$ cat config.mk
export PLATFORM = sky130hd
export DESIGN_NAME = mult_cal
export DESIGN_NICKNAME = d
export VERILOG_FILES = /design/src/rtl/mult_cal.sv
export SDC_FILE = /design/constraint.sdc
export NUM_CORES = 1
export LEC_CHECK = 0
export BUFFER_PORTS_ARGS = -buffer_cell sky130_fd_sc_hd__buf_2
export CORE_ASPECT_RATIO = 1.4
export CORE_MARGIN = 4
export CORE_UTILIZATION = 55
export CTS_CLUSTER_DIAMETER = 150
export DETAILED_ROUTE_END_ITERATION = 10
export PLACE_DENSITY = 0.89
export SETUP_SLACK_MARGIN = 0.02
export SYNTH_ARGS = -nofsm -noshare
export SYNTH_HDL_FRONTEND = slang
export SYNTH_SLANG_ARGS = --single-unit
$ cat constraint.sdc
create_clock -name clk -period 2.2 [get_ports clk]
set_clock_uncertainty 0.05 [all_clocks]
set_input_delay 0.22 -clock clk [delete_from_list [all_inputs] [get_ports clk]]
set_output_delay 0.22 -clock clk [all_outputs]
set_load 0.1 [all_outputs]
$ cat src/rtl/mult_cal.sv
// Unsigned sequential shift-and-add multiplier (M_W x Q_W -> M_W+Q_W) with start/done handshake.
// Define MULT_CAL_FAST_EN for a single-cycle combinational product with the same handshake.
module mult_cal #(
    parameter  int M_W = 2,
    parameter  int Q_W = 3,
    localparam int P_W = M_W + Q_W
) (
    input  logic           clk,
    input  logic           rst_n,
    input  logic           start,
    input  logic [M_W-1:0] m,
    input  logic [Q_W-1:0] q,
    output logic           busy,
    output logic           done,
    output logic [P_W-1:0] p
);

    logic [P_W-1:0] p_q;
    logic           done_q;
    logic           busy_q;

`ifdef MULT_CAL_FAST_EN

    typedef enum logic {IDLE, DONE} state_t;
    state_t state_q;

    always_ff @(posedge clk or negedge rst_n) begin
        if (!rst_n) begin
            state_q <= IDLE;
            p_q     <= '0;
            done_q  <= 1'b0;
            busy_q  <= 1'b0;
        end else begin
            case (state_q)
                IDLE: if (start) begin
                    p_q     <= P_W'(m) * P_W'(q);
                    done_q  <= 1'b1;
                    busy_q  <= 1'b1;
                    state_q <= DONE;
                end
                DONE: begin
                    done_q  <= 1'b0;
                    busy_q  <= 1'b0;
                    state_q <= IDLE;
                end
                default: state_q <= IDLE;
            endcase
        end
    end

`else

    localparam int CW = (Q_W > 1) ? $clog2(Q_W) : 1;

    typedef enum logic [1:0] {IDLE, RUN, DONE} state_t;
    state_t         state_q;
    logic [M_W-1:0] m_q;
    logic [Q_W-1:0] q_q;
    logic [P_W-1:0] acc_q;
    logic [P_W-1:0] acc_d;
    logic [CW-1:0]  cnt_q;

    // Partial product for bit cnt_q; P_W is wide enough that the sum never wraps.
    always_comb begin
        acc_d = acc_q;
        if (q_q[cnt_q])
            acc_d = acc_q + (P_W'(m_q) << cnt_q);
    end

    always_ff @(posedge clk or negedge rst_n) begin
        if (!rst_n) begin
            state_q <= IDLE;
            m_q     <= '0;
            q_q     <= '0;
            acc_q   <= '0;
            cnt_q   <= '0;
            p_q     <= '0;
            done_q  <= 1'b0;
            busy_q  <= 1'b0;
        end else begin
            case (state_q)
                IDLE: if (start) begin
                    m_q     <= m;
                    q_q     <= q;
                    acc_q   <= '0;
                    cnt_q   <= '0;
                    busy_q  <= 1'b1;
                    state_q <= RUN;
                end
                RUN: begin
                    acc_q <= acc_d;
                    if (cnt_q == CW'(Q_W - 1)) begin
                        p_q     <= acc_d;
                        done_q  <= 1'b1;
                        state_q <= DONE;
                    end else begin
                        cnt_q <= cnt_q + CW'(1);
                    end
                end
                DONE: begin
                    done_q  <= 1'b0;
                    busy_q  <= 1'b0;
                    state_q <= IDLE;
                end
                default: state_q <= IDLE;
            endcase
        end
    end

`endif

    assign p    = p_q;
    assign done = done_q;
    assign busy = busy_q;

endmodule

Yosys cells after proc, flatten, opt, wreduce, memory -nomap -nowiden. Cells that the tools add are included.

Logic and storage cells: 44. Register bits after elaboration: 21.

Order comparisons: 1. Shifts and indexed selects: 1. $add $sub $neg: 2. Reductions and logical operators: 11. Equality and inequality tests: 6. Mux-type cells: 15.

Operator list (number): AND reduction 2 bit (6); two-way mux 5 bit (2); case mux 5 bit (2 select lines) (1); two-way mux 2 bit (4); case mux 2 bit (2 select lines) (2); != test 2 bit, second input constant (3); nonzero test 2 bit (3); adder 5 bit (1); << shifter 2 x 2 -> 5 bit (1); equality test 2 bit, second input constant (2); case mux 1 bit (2 select lines) (2); < comparator 2 x 3 -> 1 bit, second input constant (1); two-way mux 1 bit (3); AND reduction 3 bit (1); adder 2 x 1 -> 2 bit, second input constant (1); binary-select mux 1 bit (select 2 bit) (1); equality test 2 x 1 -> 1 bit, second input constant (1); logical NOT 2 bit (1).

Depth between registers and ports, before layout. Gate-level depths: netlist (run 1).

Depth in word-level cells: 4. Mapped depth: 10. Mapped depth without buffers: 9.

Worst setup path before layout (run 1). Ideal clock, no wire load.

Path kind: register to register. From: register cnt_q[1]. To: register p_q[4], in the netlist p[4]. Data required time: 2.024 ns. Clock period less this slack: 2.047 ns. Data arrival time: 1.870 ns. Stages on the path, launching flop included: 11. Path buffers: 1. Setup slack: 0.153 ns. Library setup time: 0.126 ns. Cells stage by stage: dfrtp_1 buf_2 nor3b_1 ha_1 inv_1 fa_1 nor2b_1 o21ai_0 a21boi_2 xnor2_1 o21ai_1.

Word-level cells in the longest chain between the ends: 3. Elaborated cells between the ends (all ways): 7.

Ends and longest elaborated chain: start: declaration (line 61) `logic [CW-1:0] cnt_q;`; start signal: assignment (line 97) `cnt_q <= cnt_q + CW'(1);`; << shifter 2 x 2 -> 5 bit / binary-select mux 1 bit (select 2 bit) (equally long branches) (line 67, 66); adder 5 bit / two-way mux 1 bit (equally long branches) (line 67, 66); two-way mux 5 bit (line 66) `if (q_q[cnt_q])`; end signal: assignment (line 77) `p_q <= '0;`; end signal: assignment (line 93) `p_q <= acc_d;`; end: declaration (line 18) `logic [P_W-1:0] p_q;`.

Parallel ways exist; a longest one is shown, timed or not. The select of a mux whose other input is x is not followed. A chain may end at the register's enable or synchronous reset.

Worst setup path after layout (run 1).
From: register cnt_q[0]. To: register acc_q[4].

Word-level cells in the longest chain between the ends: 4. Elaborated cells between the ends (all ways): 6.

Ends and longest elaborated chain: << shifter 2 x 2 -> 5 bit / binary-select mux 1 bit (select 2 bit) (equally long branches) (line 67, 66); adder 5 bit / two-way mux 1 bit (equally long branches) (line 67, 66); two-way mux 5 bit * (line 66); case mux 5 bit (2 select lines) * (line 81) `case (state_q)`; end signal: assignment (line 75) `acc_q <= '0;`; end signal: assignment (line 85) `acc_q <= '0;`; end signal: assignment (line 91) `acc_q <= acc_d;`; end: declaration (line 59) `logic [P_W-1:0] acc_q;`.

Every way passes the cells marked *; elsewhere a longest branch is shown, timed or not. The select of a mux whose other input is x is not followed.

==> metrics.txt, run 1 <==
# rows=18; Inserted Clock Buffers=3; sequential fraction of the synthesis area=0.4757; Setup Viol. Count Final=0; M1 wire length=820 um; Final period util=0.9440; RSZ-0062 raised after global routing=yes; most common cell in the netlist=dfrtp_1; Tightest Pin Transition=0.5925 ns; die height=61.03 um; CP Cell Sequence=buf_4 -> nand2_1 -> o21ai_0 -> ha_1 -> nor2b_1 -> o21ai_0 -> a21boi_2 -> nand2b_1 -> a31oi_1; CP Launch Type=register; Pins Over Slew Limit=0; vias in the first global route=828; buffer depth of the longest clock path=2; placed cell count=139; setup_tns=0 ns; PnR worst setup slack=0.1233 ns; Non-Filler Instances=144; WS Path Type=reg -> reg; Final ANT Viol Nets=0; RD Place Congestion=0.8405; Buffers & Inverters on Critical Path=1; Root Driver=clkbuf_4; layout cell share with drive strength beyond 1=0.2500; CP Max Fanout=6; ys async rst share=1.000; via count=816; crit path time final=2.077 ns; number of remaining DRC errors=0; starting density of the core=0.5982; post-synthesis register bit count=21; final hold vios=0; TritonRoute pass-1 iters=4; worst path arrival time=2.26 ns; cell accounting for the most synthesized area=dfrtp_1; Max Used Layer=met4; final net count=140; Yosys warnings=0; met3 wire len=83 um; top cells by area, synth=dfrtp_1, ha_1, mux2_2; Netlist cell types=30; overall routing resource usage=0.1635; P&R area growth vs syn=12.57%; Commonest cells post-synth=dfrtp_1, nand2_1, inv_1, o21ai_0; CTS clk-pin slew, worst paths=0.11 ns; WL/cell=13.69 um; Total Wirelength=1.972 mm; IO Port Bufs=14; first-pass GRT wire length=3.339 mm; Syn Area/Cell=10.42 um^2; CTS tree=done; Top FF cell, synth=dfrtp_1; Post-DP HPWL=1.565 mm; HP Class=in -> reg; Max stage delay on crit path=0.45 ns; crit-path leading delay family=compound AO/OA/AOI/OAI gates; die area=2800 um^2; Max Clk Rate=0.4815 GHz; slowest CP cell=dfrtp_1; top cell type's share of synthesized area=0.4757; WL met2=1.009 mm; Synth Instances=106; CP Capture Type=register; clk_lat worst skew=0.30 ns; max_cap viols=0; Post-synth EDFFs=0; antenna violations before repair=0; final core utilization=0.6734; Avg Vias per Cell=5.667; Mapped Area=1105 um^2; relative max-transition margin=0.6016; DP Worst Slack=0.06643 ns; Inserted Diodes=0; Placeable Area=1847 um^2; Clock Sink Count=21; CTS HTree Levels=1; Worst EP required=2.39 ns; Detailed Route Iter0 Violations=16; crit-path most repeated cell=o21ai_0; Ports=15; largest net degree at the start of global routing=22; postcts setup bufs=0; outcome=completed; gr ovfl total=0; Die X=45.88 um; Post-Synthesis Net Count=121
metrics by stage:
step,area (um^2),hold WS (ns)
final,1244,0.08737
after global placement,1195,0.1379
after global routing,1244,0.09313
after floorplan,1105,-0.1256
after CTS,1232,0.08974
after detailed placement,1195,0.1439
timing repair:
action	in CTS	in global routing
endpoints found under the setup margin	0	3
hold buffers	1	0
hold endpoints to repair	21	0
gates resized for setup	0	3
per-layer routing:
layer	up-vias	GRT usage
met5	-	0
met4	0	0.08943
met3	9	0.02047
met2	25	0.2972
met1	385	0.1774
li1	397	-
cells in the final DEF, fill, tap and decap left out, types with 2 or more instances in the layout:
master    netlist  routed
dfrtp_1        21      21
nand2_1        14      14
buf_2           1      14
a31oi_1         2       2
nand2b_1        2       2
buf_4           0       2
a21oi_1         6       5
mux2i_1         5       5
clkbuf_4        0       3
ha_1            6       6
xnor2_1         2       2
nor2_1          3       3
nor2b_1         4       4
mux2_2          5       5
inv_1           9       9
a32o_1          2       2
o21ai_0         9       9
sequential cells by signal, indices dropped and copies added, names as in the netlist:
signal / cells
acc_q: 5
busy: 1
cnt_q: 2
done: 1
m_q: 2
p: 5
q_q: 3
state_q: 2
logic make-up after synthesis:
group,synth area share
AO/OA/AOI/OAI,0.1484
XOR/XNOR,0.02379
adder cells (fa/ha/maj),0.08607
buffers and inverters,0.04869
flip-flops,0.4756
multiplexers,0.09626
AND/OR/NAND/NOR,0.1212
cell type report:
class | instances | area [um^2]
flip-flops and latches | 21 | 525.5
multi-input cells | 73 | 536.8
clock inverters | 1 | 5.005
inverters | 9 | 33.78
clock buffers | 3 | 22.52
well taps | 20 | 25.02
fillers | 144 | 603.1
repair buffers | 17 | 95.09
path summary, 6_finish.rpt:
path	from	endpoint	slack [ns]	cells after the start
min reg2reg	p[2]	p[2]	0.43	2
max in group asynchronous	rst_n	m_q[0]	1.47	2
max reg2reg	cnt_q[0]	acc_q[4]	0.12	9
max	cnt_q[0]	acc_q[4]	0.12	9
min in group asynchronous	rst_n	state_q[1]	0.32	2
min	q[1]	q_q[1]	0.09	2
Power of run 1 is not shown: default switching activity piles up to over one toggle a cycle in this logic, so the estimate is an artifact.
==> run 2: changes to the inputs <==
--- a/config.mk
+++ b/config.mk
@@ -9,10 +9,13 @@
 export CORE_ASPECT_RATIO = 1.4
 export CORE_MARGIN = 4
 export CORE_UTILIZATION = 55
+export CTS_BUF_LIST = sky130_fd_sc_hd__clkbuf_8
 export CTS_CLUSTER_DIAMETER = 150
 export DETAILED_ROUTE_END_ITERATION = 10
 export PLACE_DENSITY = 0.89
+export RECOVER_POWER = 50
 export SETUP_SLACK_MARGIN = 0.02
+export SLEW_MARGIN = 20
 export SYNTH_ARGS = -nofsm -noshare
 export SYNTH_HDL_FRONTEND = slang
 export SYNTH_SLANG_ARGS = --single-unit
==> run 2 against run 1 <==
Die area stayed put. Count of clock-buffer cells in the layout unchanged. Largest cell class unchanged. Non-clock buffer count did not move. Register-to-register slack lost 0.07 ns.
==> metrics.txt, run 2 (same netlist as run 1, synthesis figures left out) <==
vias in the first global route=854 (was 828); register area=525.5 um^2 (unchanged); Clock Sink Count=21 (unchanged); crit-path most repeated cell=o21ai_0 (unchanged); HP Class=in -> reg (unchanged); outcome=completed (unchanged); slowest CP cell=dfrtp_1 (unchanged); CP Cell Sequence=buf_4 -> nand2_1 -> o21ai_0 -> ha_1 -> nor2b_1 -> o21ai_0 -> a21boi_2 -> nand2b_1 -> a31oi_1 (unchanged); relative max-transition margin=0.2280 (was 0.6016); Setup Viol. Count Final=0 (unchanged); buffer depth of the longest clock path=2 (unchanged); Total Wirelength=2.140 mm (was 1.972 mm); via count=842 (was 816); IO Port Bufs=14 (unchanged); TritonRoute pass-1 iters=4 (unchanged); WHS Path Cells=2 (unchanged); RD Place Congestion=0.8405 (unchanged); die height=61.03 um (unchanged); die area=2800 um^2 (unchanged); Avg Vias per Cell=5.847 (was 5.667); CTS HTree Levels=1 (unchanged); CTS clk-pin slew, worst paths=0.07 ns (was 0.11 ns); Worst EP required=2.34 ns (was 2.39 ns); Pins Over Slew Limit=0 (unchanged); Fill cells=139 (was 144); overall routing resource usage=0.1712 (was 0.1635); crit path time final=2.145 ns (was 2.077 ns); Max Clk Rate=0.4663 GHz (was 0.4815 GHz); final hold vios=0 (unchanged); largest net degree at the start of global routing=22 (unchanged); Max stage delay on crit path=0.43 ns (was 0.45 ns); most frequent cells in the layout=dfrtp_1, nand2_1, buf_2 (unchanged); Inserted Clock Buffers=3 (unchanged); WL/cell=14.86 um (was 13.69 um); CP Launch Type=register (unchanged); CP Max Fanout=6 (unchanged); Placeable Area=1847 um^2 (unchanged); Inserted Diodes=0 (unchanged); WS Path Type=reg -> reg (unchanged); Post-DP HPWL=1.565 mm (unchanged); Root Driver=clkbuf_8 (was clkbuf_4); R2R depth=9 (unchanged); antenna violations before repair=0 (unchanged); layout cell share with drive strength beyond 1=0.2339 (was 0.2500); setup_tns=0 ns (unchanged); Tightest Pin Transition=1.163 ns (was 0.5925 ns); Detailed Route Iter0 Violations=23 (was 16); Final period util=0.9749 (was 0.9440); first-pass GRT wire length=3.463 mm (was 3.339 mm); # rows=18 (unchanged); final net count=140 (unchanged); Final ANT Viol Nets=0 (unchanged); Die X=45.88 um (unchanged); max_cap viols=0 (unchanged); Multi-input gate area=543.0 um^2 (was 536.8 um^2); Ports=15 (unchanged); P&R area growth vs syn=14.50% (was 12.57%); CP Capture Type=register (unchanged); most common cell after layout, fill and taps aside=dfrtp_1 (unchanged); CTS tree=done (unchanged); number of remaining DRC errors=0 (unchanged); clk_lat worst skew=0.26 ns (was 0.30 ns); gr ovfl total=0 (unchanged); worst path arrival time=2.28 ns (was 2.26 ns); starting density of the core=0.5982 (unchanged)
## run 2: cell count changes in the layout (fill, tap and decap cells not counted), sizes merged
cell    change
clkbuf      +3
buf         -3
## run 2: cell type report
type	count	share of cell area
Tap cell	20	0.01978
Clock inverter	1	0.003956
Timing Repair Buffer	17	0.07221
Multi-Input combinational cell	73	0.4293
Sequential cell	21	0.4154
Inverter	9	0.02671
Clock buffer	3	0.03264
## run 2: final timing paths
kind                           from          to  slack (ns)
hold reg to reg                p[2]        p[2]        0.43
max in group asynchronous     rst_n    cnt_q[1]        0.81
setup reg to reg           cnt_q[0]    acc_q[4]        0.06
setup / recovery           cnt_q[0]    acc_q[4]        0.06
hold / removal                 q[1]      q_q[1]        0.14
min in group asynchronous     rst_n  state_q[1]        0.63
## run 2: critical path, delay by kind of cell, from the launching register on
family                   cells  cell delay (ns)
AO/OA/AOI/OAI                4             0.76
flip-flops                   1             0.43
AND/OR/NAND/NOR              3             0.35
adder cells (fa/ha/maj)      1             0.31
buffers and inverters        1             0.18
## run 2: layer usage
layer	part of all wire	global-route usage
met4	0.036	0.1098
met3	0.059	0.02924
met2	0.50	0.3051
met5	0	0
met1	0.40	0.1792
## run 2: timing repair
action | in CTS | in global routing
hold endpoints to repair | 21 | 0
hold buffers | 1 | 0
buffers inserted | 0 | 0
endpoints found under the setup margin | 0 | 3
resized for setup | 0 | 5
## run 2: metrics by stage
stage | cell area [um^2] | std cells | worst slack [ns] | hold WS [ns] | utilization
finish | 1265 | 144 | 0.05526 | 0.1369 | 0.6850
global route | 1265 | 144 | -0.01400 | 0.1461 | 0.6850
CTS | 1251 | 144 | 0.05066 | 0.1381 | 0.6775
detailed placement | 1195 | 139 | 0.06643 | 0.1439 | 0.6470
global placement | 1195 | 139 | 0.1728 | 0.1379 | 0.6470
floorplan | 1105 | 106 | 0.1533 | -0.1256 | -
Power of run 2 is left out for the same reason.
==> run 3: changes to the inputs <==
--- a/config.mk
+++ b/config.mk
@@ -5,6 +5,7 @@
 export SDC_FILE = /design/constraint.sdc
 export NUM_CORES = 1
 export LEC_CHECK = 0
+export ABC_AREA = 1
 export BUFFER_PORTS_ARGS = -buffer_cell sky130_fd_sc_hd__buf_2
 export CORE_ASPECT_RATIO = 1.4
 export CORE_MARGIN = 4
==> run 3 against run 2 <==
Critical path depth is 5 higher. Sequential share of layout area is 0.39 points lower. Die area up 0.38%. Hold slack got worse by 0.046 ns. Final area rose by 1.2%. Register-to-register slack improved by 0.13 ns. Routed wire length grew 3.9%. Non-clock buffer count is 1 lower. First-iteration DRC count decreased by 22%. Global-route usage rose by 1.8 points.
==> metrics.txt, run 3 <==
outcome=completed (unchanged); sequential fraction of the synthesis area=0.4735 (was 0.4757); post-synthesis register bit count=21 (unchanged); Placeable Area=1949 um^2 (was 1847 um^2); CP Capture Type=register (unchanged); starting density of the core=0.5693 (was 0.5982); Root Driver=clkbuf_8 (unchanged); Pins Over Slew Limit=0 (unchanged); Post-Synthesis Net Count=154 (was 121); clk_lat worst skew=0.27 ns (was 0.26 ns); Yosys warnings=0 (unchanged); Inserted Diodes=0 (unchanged); ys async rst share=1.000 (unchanged); top cell type's share of synthesized area=0.4735 (was 0.4757); Post-synth EDFFs=0 (unchanged); Tightest Pin Transition=1.075 ns (was 1.163 ns); Buffers & Inverters on Critical Path=3 (was 1); CP Launch Type=register (unchanged); vias in the first global route=947 (was 854); Total Wirelength=2.224 mm (was 2.140 mm); IO Port Bufs=14 (unchanged); gr ovfl total=0 (unchanged); worst path arrival time=2.12 ns (was 2.28 ns); WL/cell=12.36 um (was 14.86 um); via count=958 (was 842); P&R area growth vs syn=15.33% (was 14.50%); Commonest cells post-synth=nand2_1, dfrtp_1, inv_1 (was dfrtp_1, nand2_1, inv_1, o21ai_0); Max Clk Rate=0.4957 GHz (was 0.4663 GHz); final hold vios=0 (unchanged); slowest CP cell=dfrtp_2 (was dfrtp_1); crit-path leading delay family=simple AND/OR/NAND/NOR gates (was compound AO/OA/AOI/OAI gates); CTS clk-pin slew, worst paths=0.08 ns (was 0.07 ns); crit-path most repeated cell=nand2_1 (was o21ai_0); Synth Instances=139 (was 106); Multi-input gate area=509.2 um^2 (was 543.0 um^2); number of remaining DRC errors=0 (unchanged); WS Path Type=reg -> reg (unchanged); overall routing resource usage=0.1893 (was 0.1712); RSZ-0062 raised after global routing=no; Final period util=0.9169 (was 0.9749); final net count=175 (was 140); CTS HTree Levels=1 (unchanged); Detailed Route Iter0 Violations=18 (was 23); most common cell after layout, fill and taps aside=nand2_1 (was dfrtp_1); CP Max Fanout=5 (was 6); Avg Vias per Cell=5.322 (was 5.847); max_cap viols=0 (unchanged); TritonRoute pass-1 iters=7 (was 4); largest net degree at the start of global routing=22 (unchanged); Top FF cell, synth=dfrtp_1 (unchanged); antenna violations before repair=0 (unchanged); Netlist cell types=17 (was 30); Die X=45.97 um (was 45.88 um); relative max-transition margin=0.2831 (was 0.2280); RD Place Congestion=0.8480 (was 0.8405); Post-DP HPWL=1.714 mm (was 1.565 mm); # rows=19 (was 18); layout cell share with drive strength beyond 1=0.1761 (was 0.2339); cell accounting for the most synthesized area=dfrtp_1 (unchanged); Clock Sink Count=21 (unchanged); die height=61.15 um (was 61.03 um); Ports=15 (unchanged); Fill cells=175 (was 139); Max stage delay on crit path=0.46 ns (was 0.43 ns); Syn Area/Cell=7.984 um^2 (was 10.42 um^2); Mapped Area=1110 um^2 (was 1105 um^2); Final ANT Viol Nets=0 (unchanged); CTS tree=done (unchanged); buffer depth of the longest clock path=2 (unchanged); register area=526.8 um^2 (was 525.5 um^2); CP Cell Sequence=inv_4 -> nand2_1 -> nor2_1 -> ha_2 -> inv_1 -> fa_1 -> inv_2 -> nand3_1 -> nand3_2 -> nand2_1 -> nand2_1 -> nand2_1 -> nand2_1 -> nand2_1 (was buf_4 -> nand2_1 -> o21ai_0 -> ha_1 -> nor2b_1 -> o21ai_0 -> a21boi_2 -> nand2b_1 -> a31oi_1); Worst EP required=2.31 ns (was 2.34 ns); most common cell in the netlist=nand2_1 (was dfrtp_1); top cells by area, synth=dfrtp_1, nand2_1, inv_1 (was dfrtp_1, ha_1, mux2_2); HP Class=in -> reg (unchanged); Setup Viol. Count Final=0 (unchanged); first-pass GRT wire length=3.850 mm (was 3.463 mm); crit path time final=2.017 ns (was 2.145 ns); setup_tns=0 ns (unchanged); most frequent cells in the layout=nand2_1, inv_1, dfrtp_1 (was dfrtp_1, nand2_1, buf_2); Inserted Clock Buffers=3 (unchanged); die area=2811 um^2 (was 2800 um^2)
run 3: cell count changes in the layout (fill, tap and decap cells not counted), moves of 5 or more:
cell / before / now
nand2_1: 14 / 49
inv_1: 9 / 20
nand3_1: 1 / 11
mux2_2: 5 / 0
run 3: final cells by class:
type                    instances  area share
flip-flops and latches         21      0.4115
inverters                      22     0.06647
clock inverters                 1    0.003910
clock buffers                   3     0.03226
multi-input cells              96      0.3978
well taps                      21     0.02053
repair buffers                 16     0.06745
run 3: final timing paths:
check                           cells after the start       end  slack (ns)     start
worst min register to register                      2      p[2]        0.43      p[2]
worst min-delay path                                3    q_q[2]        0.09      q[2]
worst max-delay path                               14      p[4]        0.18  cnt_q[0]
max in group asynchronous                           2  cnt_q[0]        0.77     rst_n
worst max register to register                     14      p[4]        0.18  cnt_q[0]
min in group asynchronous                           2  acc_q[3]        0.62     rst_n
run 3: tightest hold or removal path: cells and delay by family:
family | cells | cell delay, ns
simple gates | 2 | 0.08
buf+inv | 1 | 0.07
run 3: through the flow:
stage	setup slack, ns	cell area (um^2)	utilization	hold WS [ns]	instances
after floorplan	0.3641	1110	-	-0.1256	139
after global placement	0.3014	1206	0.6187	0.1424	174
after detailed placement	0.1800	1206	0.6187	0.1483	174
after CTS	0.1476	1262	0.6476	0.09493	179
after global routing	0.02722	1280	0.6566	0.1054	180
final	0.1828	1280	0.6566	0.09046	180
run 3: repair_timing:
item	in CTS	in global routing
setup buffers	0	1
hold buffers	1	0
resized for setup	0	5
endpoints found under the hold margin	21	0
setup endpoints to repair	0	4
run 3: cells by family (layout without fill, tap and decap cells):
logic type | count (synthesis) | count (layout) | synth area share
simple gates | 73 | 73 | 0.2796
fa+ha+maj | 7 | 7 | 0.08568
buf+inv | 22 | 42 | 0.07441
compound gates | 15 | 15 | 0.07780
mux | 1 | 1 | 0.009020
flops | 21 | 21 | 0.4735
run 3: per-layer routing:
metal | vias up | GRT usage | routed length (um)
met5 | - | 0 | 0
met4 | 0 | 0.1138 | 80
met3 | 10 | 0.02924 | 82
met2 | 24 | 0.3268 | 1191
met1 | 451 | 0.2135 | 870
li1 | 473 | - | -
Power of run 3 is left out for the same reason.
